--- src/rtl/hamming_pkg.sv ---
// Shared Hamming(7,4) types, FSM encoding, data-bit positions and syndrome helper.
package hamming_pkg;

   localparam int unsigned CW_W   = 7;
   localparam int unsigned SYND_W = 3;
   localparam int unsigned NIB_W  = 4;

   typedef logic [CW_W-1:0]   cw_t;
   typedef logic [SYND_W-1:0] synd_t;
   typedef logic [NIB_W-1:0]  nibble_t;

   typedef enum logic [1:0] {
      IDLE = 2'd0,
      SYND = 2'd1,
      CORR = 2'd2,
      OUT  = 2'd3
   } dec_state_e;

   // Codeword positions carrying data bits d3..d0
   localparam int unsigned D3_IDX = 6;
   localparam int unsigned D2_IDX = 5;
   localparam int unsigned D1_IDX = 4;
   localparam int unsigned D0_IDX = 2;

   // Syndrome {s2,s1,s0}; a non-zero value k points at Hamming position k
   function automatic synd_t calc_syndrome(input cw_t cw);
      return {cw[3] ^ cw[4] ^ cw[5] ^ cw[6],
              cw[1] ^ cw[2] ^ cw[5] ^ cw[6],
              cw[0] ^ cw[2] ^ cw[4] ^ cw[6]};
   endfunction

endpackage

--- src/rtl/correccion_error.sv ---
// Combinational single-bit corrector: flips bit (syndrome-1) and extracts the nibble.
module correccion_error
   import hamming_pkg::*;
(
   input  cw_t     i_cw,
   input  synd_t   i_synd,
   output cw_t     o_cw_c,
   output nibble_t o_data_c,
   output logic    o_corrected_c
);

   cw_t w_flip;

   // One-hot flip mask decoded from the syndrome (zero syndrome flips nothing)
   always_comb begin
      w_flip = '0;
      for (int k = 0; k < int'(CW_W); k++) begin
         w_flip[k] = (i_synd == SYND_W'(k + 1));
      end
   end

   assign o_cw_c        = i_cw ^ w_flip;
   assign o_data_c      = {o_cw_c[D3_IDX], o_cw_c[D2_IDX], o_cw_c[D1_IDX], o_cw_c[D0_IDX]};
   assign o_corrected_c = |i_synd;

endmodule

--- src/rtl/hamming_dec_arbiter.sv ---
// Two-source round-robin front end sharing one Hamming(7,4) corrector.
// Optional per-source corrected-word counters: define HAMMING_ERRCNT_EN.
module hamming_dec_arbiter
   import hamming_pkg::*;
#(
   parameter int unsigned CNT_W = 8
) (
   input  logic             clk,
   input  logic             rst_n,
   input  logic             in0_valid,
   input  logic             in1_valid,
   output logic             in0_ready,
   output logic             in1_ready,
   input  logic [6:0]       in0_cw,
   input  logic [6:0]       in1_cw,
   output logic             out_valid,
   input  logic             out_ready,
   output logic [3:0]       out_data,
   output logic [6:0]       out_cw,
   output logic [2:0]       out_syndrome,
   output logic             out_corrected,
   output logic             out_src,
   output logic [CNT_W-1:0] err_cnt0,
   output logic [CNT_W-1:0] err_cnt1
);

   dec_state_e r_state;
   logic       r_rr;
   cw_t        r_cw;
   logic       r_src;
   synd_t      r_synd;

   logic       r_out_valid;
   nibble_t    r_out_data;
   cw_t        r_out_cw;
   synd_t      r_out_synd;
   logic       r_out_corr;
   logic       r_out_src;

   logic       w_any_valid;
   logic       w_grant;
   logic       w_accept;
   cw_t        w_corr_cw;
   nibble_t    w_corr_data;
   logic       w_corr_flag;

   // Round-robin grant: on a tie the source that did not win last time goes
   always_comb begin
      w_any_valid = in0_valid | in1_valid;
      w_grant     = (in0_valid & in1_valid) ? ~r_rr : in1_valid;
      w_accept    = rst_n & (r_state == IDLE) & w_any_valid;
   end

   assign in0_ready = w_accept & ~w_grant;
   assign in1_ready = w_accept &  w_grant;

   correccion_error u_corr (
      .i_cw          (r_cw),
      .i_synd        (r_synd),
      .o_cw_c        (w_corr_cw),
      .o_data_c      (w_corr_data),
      .o_corrected_c (w_corr_flag)
   );

   // Sequencer: capture, syndrome, correct, present
   always_ff @(posedge clk or negedge rst_n) begin
      if (!rst_n) begin
         r_state     <= IDLE;
         r_rr        <= 1'b1;
         r_cw        <= '0;
         r_src       <= 1'b0;
         r_synd      <= '0;
         r_out_valid <= 1'b0;
         r_out_data  <= '0;
         r_out_cw    <= '0;
         r_out_synd  <= '0;
         r_out_corr  <= 1'b0;
         r_out_src   <= 1'b0;
      end else begin
         case (r_state)
            IDLE: begin
               if (w_accept) begin
                  r_cw    <= w_grant ? in1_cw : in0_cw;
                  r_src   <= w_grant;
                  r_rr    <= w_grant;
                  r_state <= SYND;
               end
            end
            SYND: begin
               r_synd  <= calc_syndrome(r_cw);
               r_state <= CORR;
            end
            CORR: begin
               r_out_cw    <= w_corr_cw;
               r_out_data  <= w_corr_data;
               r_out_synd  <= r_synd;
               r_out_corr  <= w_corr_flag;
               r_out_src   <= r_src;
               r_out_valid <= 1'b1;
               r_state     <= OUT;
            end
            OUT: begin
               if (out_ready) begin
                  r_out_valid <= 1'b0;
                  r_state     <= IDLE;
               end
            end
            default: r_state <= IDLE;
         endcase
      end
   end

   assign out_valid     = r_out_valid;
   assign out_data      = r_out_data;
   assign out_cw        = r_out_cw;
   assign out_syndrome  = r_out_synd;
   assign out_corrected = r_out_corr;
   assign out_src       = r_out_src;

`ifdef HAMMING_ERRCNT_EN
   logic [CNT_W-1:0] r_err_cnt0;
   logic [CNT_W-1:0] r_err_cnt1;
   logic             w_err_inc;

   assign w_err_inc = (r_state == OUT) & out_ready & r_out_corr;

   // Saturating count of corrected words per source, counted as each result leaves
   always_ff @(posedge clk or negedge rst_n) begin
      if (!rst_n) begin
         r_err_cnt0 <= '0;
         r_err_cnt1 <= '0;
      end else begin
         if (w_err_inc & ~r_src & (r_err_cnt0 != {CNT_W{1'b1}})) begin
            r_err_cnt0 <= r_err_cnt0 + CNT_W'(1);
         end
         if (w_err_inc &  r_src & (r_err_cnt1 != {CNT_W{1'b1}})) begin
            r_err_cnt1 <= r_err_cnt1 + CNT_W'(1);
         end
      end
   end

   assign err_cnt0 = r_err_cnt0;
   assign err_cnt1 = r_err_cnt1;
`else
   assign err_cnt0 = '0;
   assign err_cnt1 = '0;
`endif

endmodule
--- config.mk ---
export PLATFORM = sky130hd
export DESIGN_NAME = hamming_dec_arbiter
export DESIGN_NICKNAME = d
export VERILOG_FILES = /design/src/rtl/hamming_pkg.sv /design/src/rtl/correccion_error.sv /design/src/rtl/hamming_dec_arbiter.sv
export SDC_FILE = /design/constraint.sdc
export NUM_CORES = 1
export LEC_CHECK = 0
export CAP_MARGIN = 15
export CORE_AREA = 10 10 84 65
export CTS_CLUSTER_DIAMETER = 60
export DETAILED_ROUTE_END_ITERATION = 10
export DIE_AREA = 0 0 94 75
export PLACE_DENSITY = 0.81
export SETUP_SLACK_MARGIN = 0.05
export SYNTH_ARGS = -nofsm -noshare
export SYNTH_HDL_FRONTEND = slang
export SYNTH_SLANG_ARGS = --single-unit
--- constraint.sdc ---
create_clock -name clk -period 1.3 [get_ports clk]
set_input_delay 0.195 -clock clk [delete_from_list [all_inputs] [get_ports clk]]
set_output_delay 0.195 -clock clk [all_outputs]
set_load 0.02 [all_outputs]
==> Word-level counts from Yosys, hierarchy flattened <==
Index checks and enable logic that the tools add are counted.
{ "totals": {"word_cells": 54, "input_bits": 19, "ff_bits": 31} }
{ "op_classes": {"reduce_logical": 6, "eq_ne": 12, "bitwise_logic": 18, "muxes": 7} }
{ "ops": {"columns": ["operator", "n"], "rows": [
  ["$eq A3 B3 Y1 const B", 4],
  ["$xor A1 B1 Y1", 9],
  ["$pmux W2 S4", 1],
  ["$mux W7", 1],
  ["$xor A7 B7 Y7", 1],
  ["$eq A3 B2 Y1 const B", 2],
  ["$reduce_and A2 Y1", 3],
  ["$and A1 B1 Y1", 5],
  ["$eq A2 B2 Y1 const B", 2],
  ["$mux W2", 2],
  ["$ne A2 B2 Y1 const B", 2],
  ["$eq A3 B1 Y1 const B", 1],
  ["$reduce_or A3 Y1", 1],
  ["$eq A2 B1 Y1 const B", 1],
  ["$logic_not A2 Y1", 1],
  ["$mux W1", 2],
  ["$not A1 Y1", 2],
  ["$pmux W1 S2", 1],
  ["$reduce_bool A2 Y1", 1],
  ["$or A1 B1 Y1", 1]
]} }

==> Depth between registers and ports, before layout <==
Gate-level depths: netlist of run 1.
{ "depth": {"word_depth": 5, "mapped_depth": 5} }

==> Cells and area by module <==
Synthesis of run 1 repeated with hierarchy kept, for this count alone.
{ "unflattened": {"hier_cells": 138, "area_unflattened_um2": 1665.3} }
{ "modules_own_cells": {"columns": ["module", "instances", "cells_each", "area_each_um2", "seq_area_each_um2"], "rows": [
  ["hamming_dec_arbiter", 1, 119, 1516.5, 777.0],
  ["correccion_error", 1, 19, 148.9, 0.0]
]} }

==> Worst setup path after synthesis of run 1 <==
Ideal clock, no wire load.
{ "synth_timing": {"path_type": "register -> register", "from": "register r_state[0]", "to": "register r_cw[0]", "stages_incl_launch_ff": 6, "slack_ns": -0.185, "required_ns": 1.233, "setup_ns": 0.067, "arrival_time_ns": 1.418, "path_cell_list": "dfrtp_1 inv_1 ha_1 nand3_1 a21oi_2 a221o_1"} }
{ "synth_via": {"elab_chain_len": 4} }
{ "synth_rtl": {"columns": ["element", "line", "text"], "rows": [
  ["start: declaration", "hamming_dec_arbiter.sv:27", "dec_state_e r_state;"],
  ["start signal: assignment", "hamming_dec_arbiter.sv:68", "r_state <= IDLE;"],
  ["start signal: assignment", "hamming_dec_arbiter.sv:86", "r_state <= SYND;"],
  ["start signal: assignment", "hamming_dec_arbiter.sv:91", "r_state <= CORR;"],
  ["$logic_not A2 Y1 *", "hamming_dec_arbiter.sv:51, hamming_dec_arbiter.sv:80", null],
  ["$and A1 B1 Y1 (2 in a row)", "hamming_dec_arbiter.sv:51", "w_accept = rst_n & (r_state == IDLE) & w_any_valid;"],
  ["$reduce_and A2 Y1 (no source line) *", null, null],
  ["end signal: assignment", "hamming_dec_arbiter.sv:83", "r_cw <= w_grant ? in1_cw : in0_cw;"],
  ["end: declaration", "hamming_dec_arbiter.sv:29", "cw_t r_cw;"]
]} }
Every way passes the cells marked *; elsewhere a longest branch is shown, timed or not.
A chain may end at the register's enable or synchronous reset.

==> Worst setup path in the final report of run 1 <==
{ "layout_timing": {"from": "register r_state[0]", "to": "register r_state[1]"} }
{ "layout_via": {"elab_chain_len": 5, "elab_cells_between_ends": 10, "cone_classes": "5 x eq/ne; 1 x mux; 2 x bitwise; 2 x reduce/logical"} }
{ "layout_rtl": {"columns": ["element", "line"], "rows": [
  ["$logic_not A2 Y1", "hamming_dec_arbiter.sv:51, hamming_dec_arbiter.sv:80"],
  ["$and A1 B1 Y1 (2 in a row)", "hamming_dec_arbiter.sv:51"],
  ["$ne A2 B2 Y1 (no source line)", null],
  ["$reduce_and A2 Y1 (no source line)", null]
]} }
Parallel ways exist; a longest one is shown, timed or not.

==> results.py, run 1 <==
metrics = {
    "global_route": {
        "grtUsageTotal_pct": 9.73,
        "grt_pass1_wl_um": 5400,
        "grt_max_degree": 22,
        "grt_pass1_vias": 1172,
        "grt_overflow_total": 0,
        "antenna_found_initial": 0,
    },
    "route": {
        "wl_met3_um": 332,
        "detail_route.wl_per_cell_um": 14.0,
        "drc": 0,
        "wl_met2_um": 1550,
        "initialDrtViolationCount": 41,
        "top_layer": "met4",
        "m1WireLength_um": 1570,
        "totalWireLength_um": 3480,
        "vias_per_cell": 4.55,
        "drtAntennaViolNets": 0,
        "dr.pass1.iters": 3,
        "num_vias": 1132,
    },
    "clock_network": {
        "clock_latency_ns": 0.27,
        "cts_tree": "yes",
        "path_clk_slew_ns": 0.09,
        "cts_hold_buf": 0,
        "htree_levels": 1,
        "cts_made_buffers": 3,
        "clockRootBuffer": "clkbuf_8",
        "clockBufferDepth": 2,
        "clock_sinks": 27,
    },
    "worst_setup_path": {
        "r2r_cells": 6,
        "critPathMaxStageDelay_ns": 0.41,
        "path_cells": "buf_4, buf_6, ha_4, nor2b_4, a21oi_2, mux2_4",
        "crit_slowest_cell": "dfrtp_1",
        "startpoint_type": "register",
        "crit_type": "reg -> reg",
        "required_ns": 1.47,
        "cp.arrival_ns": 1.66,
        "end_kind": "register",
        "path_max_fanout": 2,
    },
    "power_and_ir_drop": {
        "switchingPower_w": 0.00231,
        "p_sw_share_pct": 40.5,
        "p_leak_nw": 0.979,
        "seqPwrFrac_pct": 30.9,
        "p_int_w": 0.00339,
        "combPwrFrac_pct": 60.8,
        "vdd_drop_max_mv": 1.01,
        "powerDensity_nw_per_um2": 2520,
        "p_clk_share_pct": 8.3,
    },
    "placed_design": {
        "place_congestion": 0.803,
        "dp_cells": 237,
        "dpl.hpwl_um": 2750,
        "pre_cts_slack_ns": -0.588,
        "io_buffer_count": 37,
    },
    "layout": {
        "drive_gt1_share_pct": 37.1,
        "diodes": 0,
        "layout_commonest_cell": "dfrtp_1",
        "stdcell_count": 249,
        "syn2layout_area_growth_pct": 51.9,
        "nFillCells": 357,
        "fin_nets": 222,
        "final_cell_mix": "dfrtp_1 (26), clkdlybuf4s50_1 (17), buf_4 (17), conb_1 (16), dlygate4sd2_1 (16)",
    },
    "sta": {
        "fin_crit_ns": 1.49,
        "postLayoutSetupSlackWorst_ns": -0.193,
        "fin_hold_ws_ns": 0.128,
        "grt_setup_unrepaired": "yes",
        "finalCritPeriodShare_pct": 115,
        "setup_viol": 24,
        "fmax_mhz": 670,
        "hold_viol_final": 0,
        "finClkSkew_ns": 0.00278,
        "slew_violations": 0,
        "fin_tns_setup_ns": -2.25,
    },
    "outcome": {
        "outcome": "complete, but fails checks",
        "violations": "setup timing",
    },
    "die": {
        "core_area_um2": 3800,
        "initial_utilization_pct": 39.1,
        "fp.dieH_um": 75,
        "pin_count": 54,
        "die-area_um2": 7050,
        "rows": 19,
        "die_w_um": 94,
    },
    "synth": {
        "ys_seq_elements": 27,
        "synth_area_per_cell_um2": 10.5,
        "synthCells": 141,
        "synth_cell_types": 26,
        "synth_edf_count": 0,
        "async_flop_share_pct": 100,
        "synth.cell_area_um2": 1490,
        "yosysWarnings": 0,
        "synth_seq_area_share_pct": 45.5,
        "ys.flop_type": "dfrtp_1",
    },
    "run": {
        "cap_violations": 0,
    },
    "worst_hold_path": {
        "hold_class": "in -> async",
    },
}
-- cell families (layout without fill, tap and decap cells) --
kind of cell             after synthesis  in the layout  share of synthesized area [%]
AO/OA/AOI/OAI                         26             26                           12.2
flip-flops                            27             27                           45.5
XOR/XNOR                              15             15                           8.84
adder cells (fa/ha/maj)                5              5                           4.21
other                                  1             16                          0.252
buffers and inverters                 30             71                           13.5
AND/OR/NAND/NOR                       31             31                           11.0
multiplexers                           6              6                           4.46
-- stage by stage --
step	area, um^2	utilization [%]	power, W
2_1_floorplan	1600	-	0.00361
3_3_place_gp	1970	51.9	0.00453
3_5_place_dp	1970	51.9	0.00462
4_1_cts	2150	56.5	0.00536
5_1_grt	2260	59.3	0.00614
6_report	2260	59.3	0.00570
-- worst max-delay path: cells and delay by family (launching register included) --
family          cells  cell delay [ns]
simple gates        1             0.12
buf+inv             2             0.26
flops               1             0.41
mux                 1             0.31
fa+ha+maj           1             0.15
compound gates      1             0.14
-- cells in the mapped netlist (3+ instances only) --
library cell	instances	area share [%]
ha_1	5	4.2
nor2_1	13	3.3
a21oi_1	14	4.7
xor2_1	4	2.4
mux2_2	5	3.8
and2_1	3	1.3
and2_0	4	1.7
nand3_1	3	1.0
nor3b_1	3	1.5
a221o_1	7	4.7
inv_1	5	1.3
dfrtp_1	26	44
xnor2_1	11	6.5
nand3b_1	3	1.5
buf_4	23	12
-- cell type report --
class | instances | area [um^2] | area share [%]
Multi-Input combinational cell | 99 | 873 | 38.7
Tap cell | 52 | 65.1 | 2.88
Inverter | 5 | 18.8 | 0.831
Clock buffer | 3 | 41.3 | 1.83
Sequential cell | 27 | 677 | 30.0
Clock inverter | 1 | 5.00 | 0.222
Timing Repair Buffer | 62 | 577 | 25.6
-- registers in the layout (all words and copies together) (netlist names) --
| signal | cells |
|---|---|
| out_corrected | 1 |
| out_cw | 3 |
| out_data | 4 |
| out_src | 1 |
| out_syndrome | 3 |
| out_valid | 1 |
| r_cw | 7 |
| r_rr | 1 |
| r_src | 1 |
| r_state | 2 |
| r_synd | 3 |
-- what timing repair did --
item / CTS / global route
setup buffers: 6 / 4
resized for setup: 62 / 28
pin swaps: 5 / 9
endpoints found under the setup margin: 41 / 31
-- power groups by stage --
| stage | registers [W] | logic, W | clock network (W) |
|---|---|---|---|
| 3_5_place_dp | 0.00171 | 0.00290 | 0 |
| 5_1_grt | 0.00183 | 0.00378 | 0.000528 |
| 2_1_floorplan | 0.00180 | 0.00181 | 0 |
| 6_report | 0.00176 | 0.00347 | 0.000473 |
| 4_1_cts | 0.00170 | 0.00317 | 0.000490 |
| 3_3_place_gp | 0.00169 | 0.00284 | 0 |
-- layer usage --
metal  vias up  track usage, %
met5         -               0
met4         0            2.52
met3         4            5.16
met2        39            15.7
met1       534            11.2
li1        555               -
-- final timing paths --
path | slack [ns] | startpoint | end
max in group asynchronous | 0.95 | rst_n | r_rr
min in group clk | 0.51 | out_syndrome[0] | out_syndrome[0]
min reg2reg | 0.51 | out_syndrome[0] | out_syndrome[0]
max reg2reg | -0.19 | r_state[0] | r_state[1]
max | -0.19 | r_state[0] | r_state[1]
min | 0.13 | rst_n | r_state[0]
Power figures use the tool's default switching activity.
==> run 2: changes to the inputs <==
Settings changed: CAP_MARGIN 15 to 5, DONT_BUFFER_PORTS set to 1, PLACE_DENSITY 0.81 to 0.62, RECOVER_POWER set to 50.
==> run 2 against run 1 <==
Effect of this change:
- the run still ends with setup timing left
- utilization down 9.6 points
- cell area is 16% lower
- non-clock buffer count is 37 lower
- final cell count shrank 15%
- combinational power decreased by 22%
- setup slack better by 0.018 ns
==> results.py, run 2 (synthesis results as in run 1) <==
metrics = {
    "outcome": {
        "outcome": "complete, but fails checks",
        "violations": "setup timing",
    },
    "worst_setup_path": {
        "crit_type": "reg -> out",
        "path_max_fanout": 3,
        "rr_startpoint": "r_state[0]",
        "r2r-end": "r_cw[4]",
        "end_kind": "output port",
        "rrSetupSlack_ns": -0.17,
        "r2r_cells": 7,
        "cp.arrival_ns": 1.28,
        "startpoint_type": "register",
        "required_ns": 1.11,
    },
    "layout": {
        "regMostFlops": "r_cw",
        "final_cell_mix": "dfrtp_1 (26), conb_1 (16), buf_4 (12), xnor2_1 (11), buf_6 (9)",
        "diodes": 0,
        "drive_gt1_share_pct": 38.8,
        "final_cell_area_um2": 1890,
        "layout_commonest_cell": "dfrtp_1",
        "largest_reg_flops": 7,
        "nFillCells": 364,
        "seqCellArea_um2": 677,
        "syn2layout_area_growth_pct": 27.2,
        "multi_input_area_um2": 836,
        "fin_nets": 185,
        "stdcell_count": 212,
    },
    "worst_hold_path": {
        "holdPathStages": 1,
        "hold_class": "in -> reg",
        "worstHoldStart": "out_ready",
        "hold_end": "out_valid",
    },
    "sta": {
        "postLayoutSetupSlackWorst_ns": -0.175,
        "grt_setup_unrepaired": "yes",
        "slew_headroom_pct": 55.1,
        "fmax_mhz": 678,
        "fin_hold_ws_ns": 0.0196,
        "hold_viol_final": 0,
        "slew_violations": 0,
        "finalCritPeriodShare_pct": 113,
        "fin_crit_ns": 1.47,
        "setup_viol": 25,
        "finClkSkew_ns": 0.00387,
        "fin_tns_setup_ns": -2.00,
        "tightest_slew_ns": 0.673,
    },
    "die": {
        "initial_utilization_pct": 39.1,
        "die-area_um2": 7050,
        "fp.dieH_um": 75,
        "die_w_um": 94,
        "core_area_um2": 3800,
        "pin_count": 54,
        "rows": 19,
    },
    "placed_design": {
        "io_buffer_count": 0,
        "place_congestion": 0.743,
        "placed_area_um2": 1580,
        "dpl.hpwl_um": 2560,
        "dp_cells": 197,
    },
    "global_route": {
        "grt_max_degree": 28,
        "grt_pass1_vias": 1086,
        "grt_pass1_wl_um": 5610,
        "grt_overflow_total": 0,
        "antenna_found_initial": 0,
        "grtUsageTotal_pct": 10.1,
    },
    "clock_network": {
        "cts_tree": "yes",
        "clockBufferDepth": 2,
        "clock_latency_ns": 0.27,
        "clockRootBuffer": "clkbuf_8",
        "path_clk_slew_ns": 0.09,
        "clock_sinks": 27,
        "htree_levels": 1,
        "cts_made_buffers": 3,
    },
    "run": {
        "cap_violations": 0,
    },
    "route": {
        "totalWireLength_um": 3600,
        "drtAntennaViolNets": 0,
        "detail_route.wl_per_cell_um": 17.0,
        "dr.pass1.iters": 4,
        "initialDrtViolationCount": 33,
        "num_vias": 1023,
        "vias_per_cell": 4.83,
        "drc": 0,
    },
    "power_and_ir_drop": {
        "powerDensity_nw_per_um2": 2810,
        "vdd_drop_max_mv": 1.13,
        "power_w": 0.00532,
        "p_leak_nw": 0.812,
    },
}
==> run 2: area by class of cell <==
type / instances / share of cell area, %
multi-input combinational: 99 / 44.2
sequential: 27 / 35.8
timing repair buffer: 25 / 13.2
tap: 52 / 3.44
clock buffer: 4 / 2.38
inverter: 5 / 0.993
==> run 2: worst max-delay path by stage <==
stage | startpoint | slack (ns) | endpoint | cells past startpoint
after floorplan | r_state[0] | 0.007 | out_src | 4
after global placement | r_state[0] | -0.05 | in1_ready | 5
after detailed placement | r_state[0] | -0.1 | in1_ready | 5
after CTS | r_state[1] | -0.16 | in0_ready | 5
after global routing | r_state[0] | -0.24 | in0_ready | 5
final | r_state[0] | -0.17 | in0_ready | 5
==> run 2: stage by stage <==
stage | utilization, % | setup WS (ns)
final | 49.7 | -0.175
after global routing | 49.7 | -0.244
after CTS | 48.6 | -0.163
after detailed placement | 41.6 | -0.0998
after global placement | 41.6 | -0.0509
after floorplan | - | 0.00660
==> run 2: where the power goes <==
| part | switching (W) | internal, W |
|---|---|---|
| registers | 0.000861 | 0.00126 |
| clock network | 0.000252 | 0.000219 |
| logic | 0.00112 | 0.00160 |
| total | 0.00223 | 0.00308 |
==> run 2: worst max-delay path: stages, from the launching register on <==
cell and delay, ns:
dfrtp_1 0.41, inv_2 0.08, ha_4 0.16, nand3_4 0.07
a21oi_4 0.14, buf_6 0.14
==> run 2: timing repair <==
action,4_1_cts,5_1_grt
endpoints found under the hold margin,27,0
gates resized for setup,34,13
pin swaps,6,3
hold buffers,2,0
cloned,1,0
endpoints found under the setup margin,26,26
buffers inserted,7,2
==> run 2: routing by layer <==
metal / part of all wire [%] / up-vias / GRT usage (%)
li1: - / 479 / -
met1: 44 / 499 / 12.2
met2: 44 / 45 / 15.8
met3: 12 / 0 / 5.86
met4: 0 / 0 / 1.01
met5: 0 / - / 0
